`src/rtl/drac_pkg.sv`:
```
// Shared types for the icache refill path: line/beat widths and the
// state encoding of the L2 grant responder.
package drac_pkg;

    localparam int L2_ADDR_BLOCK_W = 26;
    localparam int L2_BEAT_W       = 128;
    localparam int L2_BEATS        = 4;
    localparam int L2_REQ_DEPTH    = 2;

    typedef logic [L2_ADDR_BLOCK_W-1:0]  addr_block_t;
    typedef logic [$clog2(L2_BEATS)-1:0] beat_idx_t;
    typedef logic [L2_BEAT_W-1:0]        l2_beat_t;

    typedef enum logic {
        L2_IDLE,
        L2_FETCH
    } l2_state_e;

endpackage

```
`src/rtl/sync_fifo.sv`:
```
// Generic single-clock FIFO with registered occupancy count.
// DEPTH must be a power of two >= 2; a push at full is accepted only with a pop.
module sync_fifo #(
    parameter int WIDTH = 8,
    parameter int DEPTH = 2
) (
    input  logic                     clk,
    input  logic                     rst_n,
    input  logic                     push,
    input  logic [WIDTH-1:0]         push_data,
    input  logic                     pop,
    output logic [WIDTH-1:0]         head,
    output logic [$clog2(DEPTH):0]   count
);

    localparam int PTR_W = $clog2(DEPTH);
    localparam int CNT_W = PTR_W + 1;

    logic [WIDTH-1:0] storage [DEPTH];
    logic [PTR_W-1:0] wr_ptr;
    logic [PTR_W-1:0] rd_ptr;
    logic             do_push;
    logic             do_pop;

    assign do_pop  = pop & (count != '0);
    assign do_push = push & ((count != CNT_W'(DEPTH)) | do_pop);
    assign head    = storage[rd_ptr];

    always_ff @(posedge clk or negedge rst_n) begin
        if (!rst_n) begin
            wr_ptr <= '0;
            rd_ptr <= '0;
            count  <= '0;
        end else begin
            if (do_push) wr_ptr <= wr_ptr + PTR_W'(1);
            if (do_pop)  rd_ptr <= rd_ptr + PTR_W'(1);
            case ({do_push, do_pop})
                2'b10:   count <= count + CNT_W'(1);
                2'b01:   count <= count - CNT_W'(1);
                default: count <= count;
            endcase
        end
    end

    // Data storage needs no reset; the count decides what is valid.
    always_ff @(posedge clk) begin
        if (do_push) storage[wr_ptr] <= push_data;
    end

endmodule

```
`src/rtl/l2_grant_responder.sv`:
```
// Memory-side responder for icache acquire/grant refills: fetches each line
// beat by beat from a backing read port and streams the beats out as grants.
module l2_grant_responder
    import drac_pkg::*;
#(
    parameter int ADDR_BLOCK_W = L2_ADDR_BLOCK_W,
    parameter int BEAT_W       = L2_BEAT_W,
    parameter int BEATS        = L2_BEATS,
    parameter int BEAT_IDX_W   = $clog2(BEATS),
    parameter int REQ_DEPTH    = L2_REQ_DEPTH
) (
    input  logic                           clk_i,
    input  logic                           rstn_i,
    input  logic                           acquire_valid_i,
    input  logic [ADDR_BLOCK_W-1:0]        acquire_addr_block_i,
    output logic                           acquire_ready_o,
    output logic                           grant_valid_o,
    output logic [BEAT_W-1:0]              grant_data_o,
    output logic [BEAT_IDX_W-1:0]          grant_addr_beat_o,
    input  logic                           grant_ready_i,
    output logic                           mem_req_valid_o,
    output logic [ADDR_BLOCK_W+BEAT_IDX_W-1:0] mem_req_addr_o,
    input  logic                           mem_req_ready_i,
    input  logic                           mem_resp_valid_i,
    input  logic [BEAT_W-1:0]              mem_resp_data_i,
    output logic                           busy_o
);

    localparam int CNT_W  = BEAT_IDX_W + 1;
    localparam int QCNT_W = $clog2(REQ_DEPTH) + 1;

    l2_state_e                 state;
    l2_state_e                 state_next;
    logic [ADDR_BLOCK_W-1:0]   cur_block;
    logic [ADDR_BLOCK_W-1:0]   q_head;
    logic [ADDR_BLOCK_W-1:0]   req_block;
    logic [QCNT_W-1:0]         q_count;
    logic                      q_empty;
    logic                      q_push;
    logic                      load;
    logic [BEAT_W-1:0]         buf_head;
    logic [CNT_W-1:0]          buf_count;
    logic [CNT_W-1:0]          req_cnt;
    logic [CNT_W-1:0]          resp_cnt;
    logic [CNT_W-1:0]          outstanding;
    logic [CNT_W:0]            in_flight;
    logic [BEAT_IDX_W-1:0]     grant_cnt;
    logic [BEAT_IDX_W-1:0]     req_idx;
    logic                      credit_ok;
    logic                      buf_push;
    logic                      buf_pop;
    logic                      last_grant;
    logic                      req_valid;
    logic                      req_fire;

    assign q_empty         = (q_count == '0);
    assign acquire_ready_o = (q_count != QCNT_W'(REQ_DEPTH));
    assign q_push          = acquire_valid_i & acquire_ready_o;

    sync_fifo #(.WIDTH(ADDR_BLOCK_W), .DEPTH(REQ_DEPTH)) u_acq_queue (
        .clk       (clk_i),
        .rst_n     (rstn_i),
        .push      (q_push),
        .push_data (acquire_addr_block_i),
        .pop       (load),
        .head      (q_head),
        .count     (q_count)
    );

    // Beats already buffered plus reads in flight never exceed the buffer
    // size, so a response always has a slot waiting for it.
    assign outstanding = req_cnt - resp_cnt;
    assign in_flight   = {1'b0, buf_count} + {1'b0, outstanding};
    assign credit_ok   = (in_flight < (CNT_W+1)'(BEATS));
    assign buf_push    = mem_resp_valid_i & (outstanding != '0);
    assign buf_pop     = grant_valid_o & grant_ready_i;
    assign last_grant  = buf_pop & (grant_cnt == BEAT_IDX_W'(BEATS - 1));

    sync_fifo #(.WIDTH(BEAT_W), .DEPTH(BEATS)) u_beat_buf (
        .clk       (clk_i),
        .rst_n     (rstn_i),
        .push      (buf_push),
        .push_data (mem_resp_data_i),
        .pop       (buf_pop),
        .head      (buf_head),
        .count     (buf_count)
    );

    assign grant_valid_o     = (buf_count != '0);
    assign grant_data_o      = grant_valid_o ? buf_head : '0;
    assign grant_addr_beat_o = grant_cnt;
    assign busy_o            = (state != L2_IDLE) | !q_empty;

    always_ff @(posedge clk_i or negedge rstn_i) begin
        if (!rstn_i) state <= L2_IDLE;
        else         state <= state_next;
    end

    always_comb begin
        state_next = state;
        case (state)
            L2_IDLE:  if (!q_empty)                state_next = L2_FETCH;
            L2_FETCH: if (last_grant && q_empty)   state_next = L2_IDLE;
            default:                               state_next = L2_IDLE;
        endcase
    end

    // In IDLE the first request goes out from the queue head in the pop cycle.
    always_comb begin
        load      = 1'b0;
        req_valid = 1'b0;
        req_block = cur_block;
        req_idx   = req_cnt[BEAT_IDX_W-1:0];
        case (state)
            L2_IDLE: begin
                load      = !q_empty;
                req_valid = !q_empty & credit_ok;
                req_block = q_head;
                req_idx   = '0;
            end
            L2_FETCH: begin
                load      = last_grant & !q_empty;
                req_valid = !req_cnt[BEAT_IDX_W] & credit_ok;
            end
            default: ;
        endcase
    end

    assign req_fire        = req_valid & mem_req_ready_i;
    assign mem_req_valid_o = req_valid;
    assign mem_req_addr_o  = req_valid ? {req_block, req_idx} : '0;

    always_ff @(posedge clk_i or negedge rstn_i) begin
        if (!rstn_i) begin
            cur_block <= '0;
            req_cnt   <= '0;
            resp_cnt  <= '0;
            grant_cnt <= '0;
        end else if (load) begin
            cur_block <= q_head;
            req_cnt   <= req_fire ? CNT_W'(1) : '0;
            resp_cnt  <= '0;
            grant_cnt <= '0;
        end else begin
            if (req_fire) req_cnt   <= req_cnt + CNT_W'(1);
            if (buf_push) resp_cnt  <= resp_cnt + CNT_W'(1);
            if (buf_pop)  grant_cnt <= grant_cnt + BEAT_IDX_W'(1);
        end
    end

    resp_protocol: assert property (@(posedge clk_i) disable iff (!rstn_i)
        mem_resp_valid_i |-> (outstanding != '0));

endmodule

```
`config.mk`:
```
export PLATFORM = sky130hd
export DESIGN_NAME = l2_grant_responder
export DESIGN_NICKNAME = d
export VERILOG_FILES = /design/src/rtl/drac_pkg.sv /design/src/rtl/sync_fifo.sv /design/src/rtl/l2_grant_responder.sv
export SDC_FILE = /design/constraint.sdc
export NUM_CORES = 1
export LEC_CHECK = 0
export ABC_AREA = 1
export BUFFER_PORTS_ARGS = -buffer_cell sky130_fd_sc_hd__buf_4
export CAP_MARGIN = 20
export CORE_UTILIZATION = 25
export CTS_CLUSTER_SIZE = 16
export DETAILED_ROUTE_END_ITERATION = 12
export SYNTH_ARGS = -nofsm -noshare
export SYNTH_HDL_FRONTEND = slang
export SYNTH_SLANG_ARGS = --single-unit
```
`constraint.sdc`:
```
create_clock -name clk_i -period 17.17 [get_ports clk_i]
set_clock_uncertainty 0.1 [all_clocks]
set_input_delay 3.434 -clock clk_i [delete_from_list [all_inputs] [get_ports clk_i]]
set_output_delay 3.434 -clock clk_i [all_outputs]
set_load 0.05 [all_outputs]
```
==> results by group <==
Outcome
  – Status: complete, no violations

Floorplan
  – Die area: about 98000 sq um
  – Initial cell density of the core: about a quarter
  – # IOs: between 300 and 400
  – Rows: 113
  – Die Height: 313 microns
  – Core area: 95400 sq um
  – Chip width: between 300 and 400 microns

Drt
  – DRC viols: 0
  – Routed Antenna Nets: 0
  – Routed wire per std cell: approximately 17 microns
  – WL final: 62.1 mm
  – First-pass detailed-route iteration total: 5
  – Vias per cell: 4.32
  – Starting DRT DRC Count: 1154
  – Total vias in the final route: 15700

Cells and area
  – Final non-filler cell total: 3626
  – Commonest non-fill, non-tap cell in the layout: edfxtp_1
  – Design Area, Final: 30300 sq um
  – Post-Route Utilization: 31.7%
  – Final net count: 2477
  – Fillcell total: ~9500
  – Area grow syn2layout: 24.9%
  – Layout cell share with drive strength beyond 1: 19.9%
  – Most frequent cells in the layout: 564 x edfxtp_1, 525 x nor2_1, 335 x buf_4

Logic synthesis
  – Syn Std Cell Area: 24200 sq um
  – Ys flop type: edfxtp_1
  – Synth async-reset ratio: around 7.5%
  – Post-Syn Area per Cell: roughly 12 sq um
  – Net Count, Synth: 2184
  – Synthesized instance count: 2011
  – #FFs+latches synth: between 600 and 700
  – Number of library cell types mapped by synthesis: 30
  – Sequential fraction of the synthesis area: 74.7%
  – EDFF count, synth: 564
  – YS warnings: 0

STA
  – Final hold vios: 0
  – Final period utilization: 42.9%
  – Final Critical Period: 7.36 ns
  – Setup repair after global routing missed its margin: false
  – Measured slew at the worst slew-check pin: roughly 1.1 ns
  – Slew HR: roughly 29%
  – Max Clk Rate: approximately 0.14 GHz
  – Sum of negative setup slack: 0 ns
  – Setup Viol. Count Final: 0
  – Max Slew Vio Count: 0

GRT
  – Pin count of the biggest net entering global routing: 129
  – Total congestion overflow: 0
  – Global-route wire length before repair: 92.2 mm
  – Vias in the first global route: between 15000 and 20000
  – Antenna violations before repair: 5
  – GRT Total Usage: 12.4%

Critical path
  – Critical setup path kind: reg -> out
  – R2R Setup Slk: 13.43 ns
  – WP data arrival: 3.83 ns
  – Critical R2R Launch: req_cnt[0]
  – CP endpoint kind: output pin
  – CP max FO: 70
  – FF-to-FF End: u_beat_buf.storage[0][40]
  – Startpoint Class: flop
  – Worst path required time: 13.64 ns
  – Worst r2r path cells: 10

Worst hold path
  – Hold Path Stages: 2
  – Min-delay worst type: reg -> reg
  – Hold EP: cur_block[21]
  – Hold path startpoint: cur_block[21]

Clocking
  – # Post-CTS Setup Buffers: 0
  – CTS tree: yes
  – Num CTS Buffers: 71
  – CTS HTree Levels: 3
  – Longest Clk Path Bufs: 3
  – Cts hold-fix bufs: 0
  – CTS resizes: 0
  – Clock-pin slew on the worst setup and hold paths: 0.06 ns
  – Clk Latency, worst-skew pair: around 0.62 ns
  – Root Buffer: clkbuf_16
  – CTS sink cnt: 610

Place
  – Routability congestion estimate from global placement: 0.754
  – Placed instance count: 3496
  – Placed Instance Area: 27900 sq um
  – PortBufs: 321
  – Estimated wirelength of the detail-placed design: 34.5 mm

Job
  – Max cap viols: 0
## Yosys cell counts, types with 4 or more instances
library cell,number,area [sq um]
inv_1,76,285
nand2_1,186,698
a21oi_1,132,661
buf_1,8,30.0
clkbuf_1,75,282
buf_2,31,155
dfrtp_1,46,1150
o21ai_0,304,1520
nand3_1,4,20.0
xor2_1,7,61.3
ha_1,11,138
nor2_1,531,1990
o21ai_1,6,30.0
inv_2,4,15.0
edfxtp_1,564,16900
## sequential cells by signal, indices dropped and copies added, names as in the netlist
signal / count
u_acq_queue.count: 2
u_acq_queue.wr_ptr: 1
u_beat_buf.rd_ptr: 2
cur_block: 26
u_acq_queue.rd_ptr: 1
u_beat_buf.storage: 512
grant_addr_beat_o: 2
req_cnt: 3
u_beat_buf.count: 3
u_acq_queue.storage: 52
resp_cnt: 3
state: 1
u_beat_buf.wr_ptr: 2
## layout make-up
cell class	count	area (sq um)	share of cell area, %
antenna	3	7.51	0.0248
clock buffer	86	1860	6.16
clock inverter	41	468	1.55
inverter	83	327	1.08
multi-input combinational	1201	5360	17.7
sequential	610	18100	59.8
tap	1265	1580	5.23
timing repair buffer	337	2550	8.44
## stage by stage
stage | hold slack [ns] | worst slack, ns
6_report | 0.414 | 9.81
4_1_cts | 0.419 | 9.64
5_1_grt | 0.449 | 9.54
3_5_place_dp | 0.404 | 10.34
3_3_place_gp | 0.394 | 10.32
2_1_floorplan | 0.383 | 7.43
## kinds of logic (layout without fill, tap and decap cells)
| group | Yosys count | after routing | share of synthesized area [%] |
|---|---|---|---|
| adder cells (fa/ha/maj) | 13 | 13 | 0.734 |
| flip-flops | 610 | 610 | 74.7 |
| AND/OR/NAND/NOR | 732 | 732 | 11.5 |
| XOR/XNOR | 9 | 9 | 0.325 |
| buffers and inverters | 200 | 547 | 3.37 |
| other | 0 | 3 | 0 |
| AO/OA/AOI/OAI | 447 | 447 | 9.36 |
## worst max-delay path, cell delays in order, from the launching register on
cell and delay [ns]:
dfrtp_4 0.85, inv_4 0.80, buf_4 0.81, nor2_1 0.11, o21ai_0 0.12, a21oi_1 0.11, buf_4 0.25
## worst max path at each step
stage	start	endpoint	slack (ns)	cells after the start
floorplan	grant_ready_i	u_beat_buf.storage[0][0]	7.43	2
CTS	u_beat_buf.rd_ptr[1]	grant_data_o[54]	9.64	6
finish	u_beat_buf.rd_ptr[1]	grant_data_o[65]	9.81	6
detailed placement	u_beat_buf.rd_ptr[1]	grant_data_o[54]	10.34	6
global route	u_beat_buf.rd_ptr[1]	grant_data_o[54]	9.54	6
global placement	u_beat_buf.rd_ptr[1]	grant_data_o[54]	10.32	6
## per-layer routing
metal  up-vias  global-route usage [%]  wire, microns
li1       7544                       -              -
met1      7682                    15.3          26300
met2       356                    21.2          30900
met3        95                    2.39           3120
met4         4                    5.04           1710
met5         -                       0             28
Power is not shown: default switching activity piles up to over one toggle a cycle in this logic, so the estimate is an artifact.
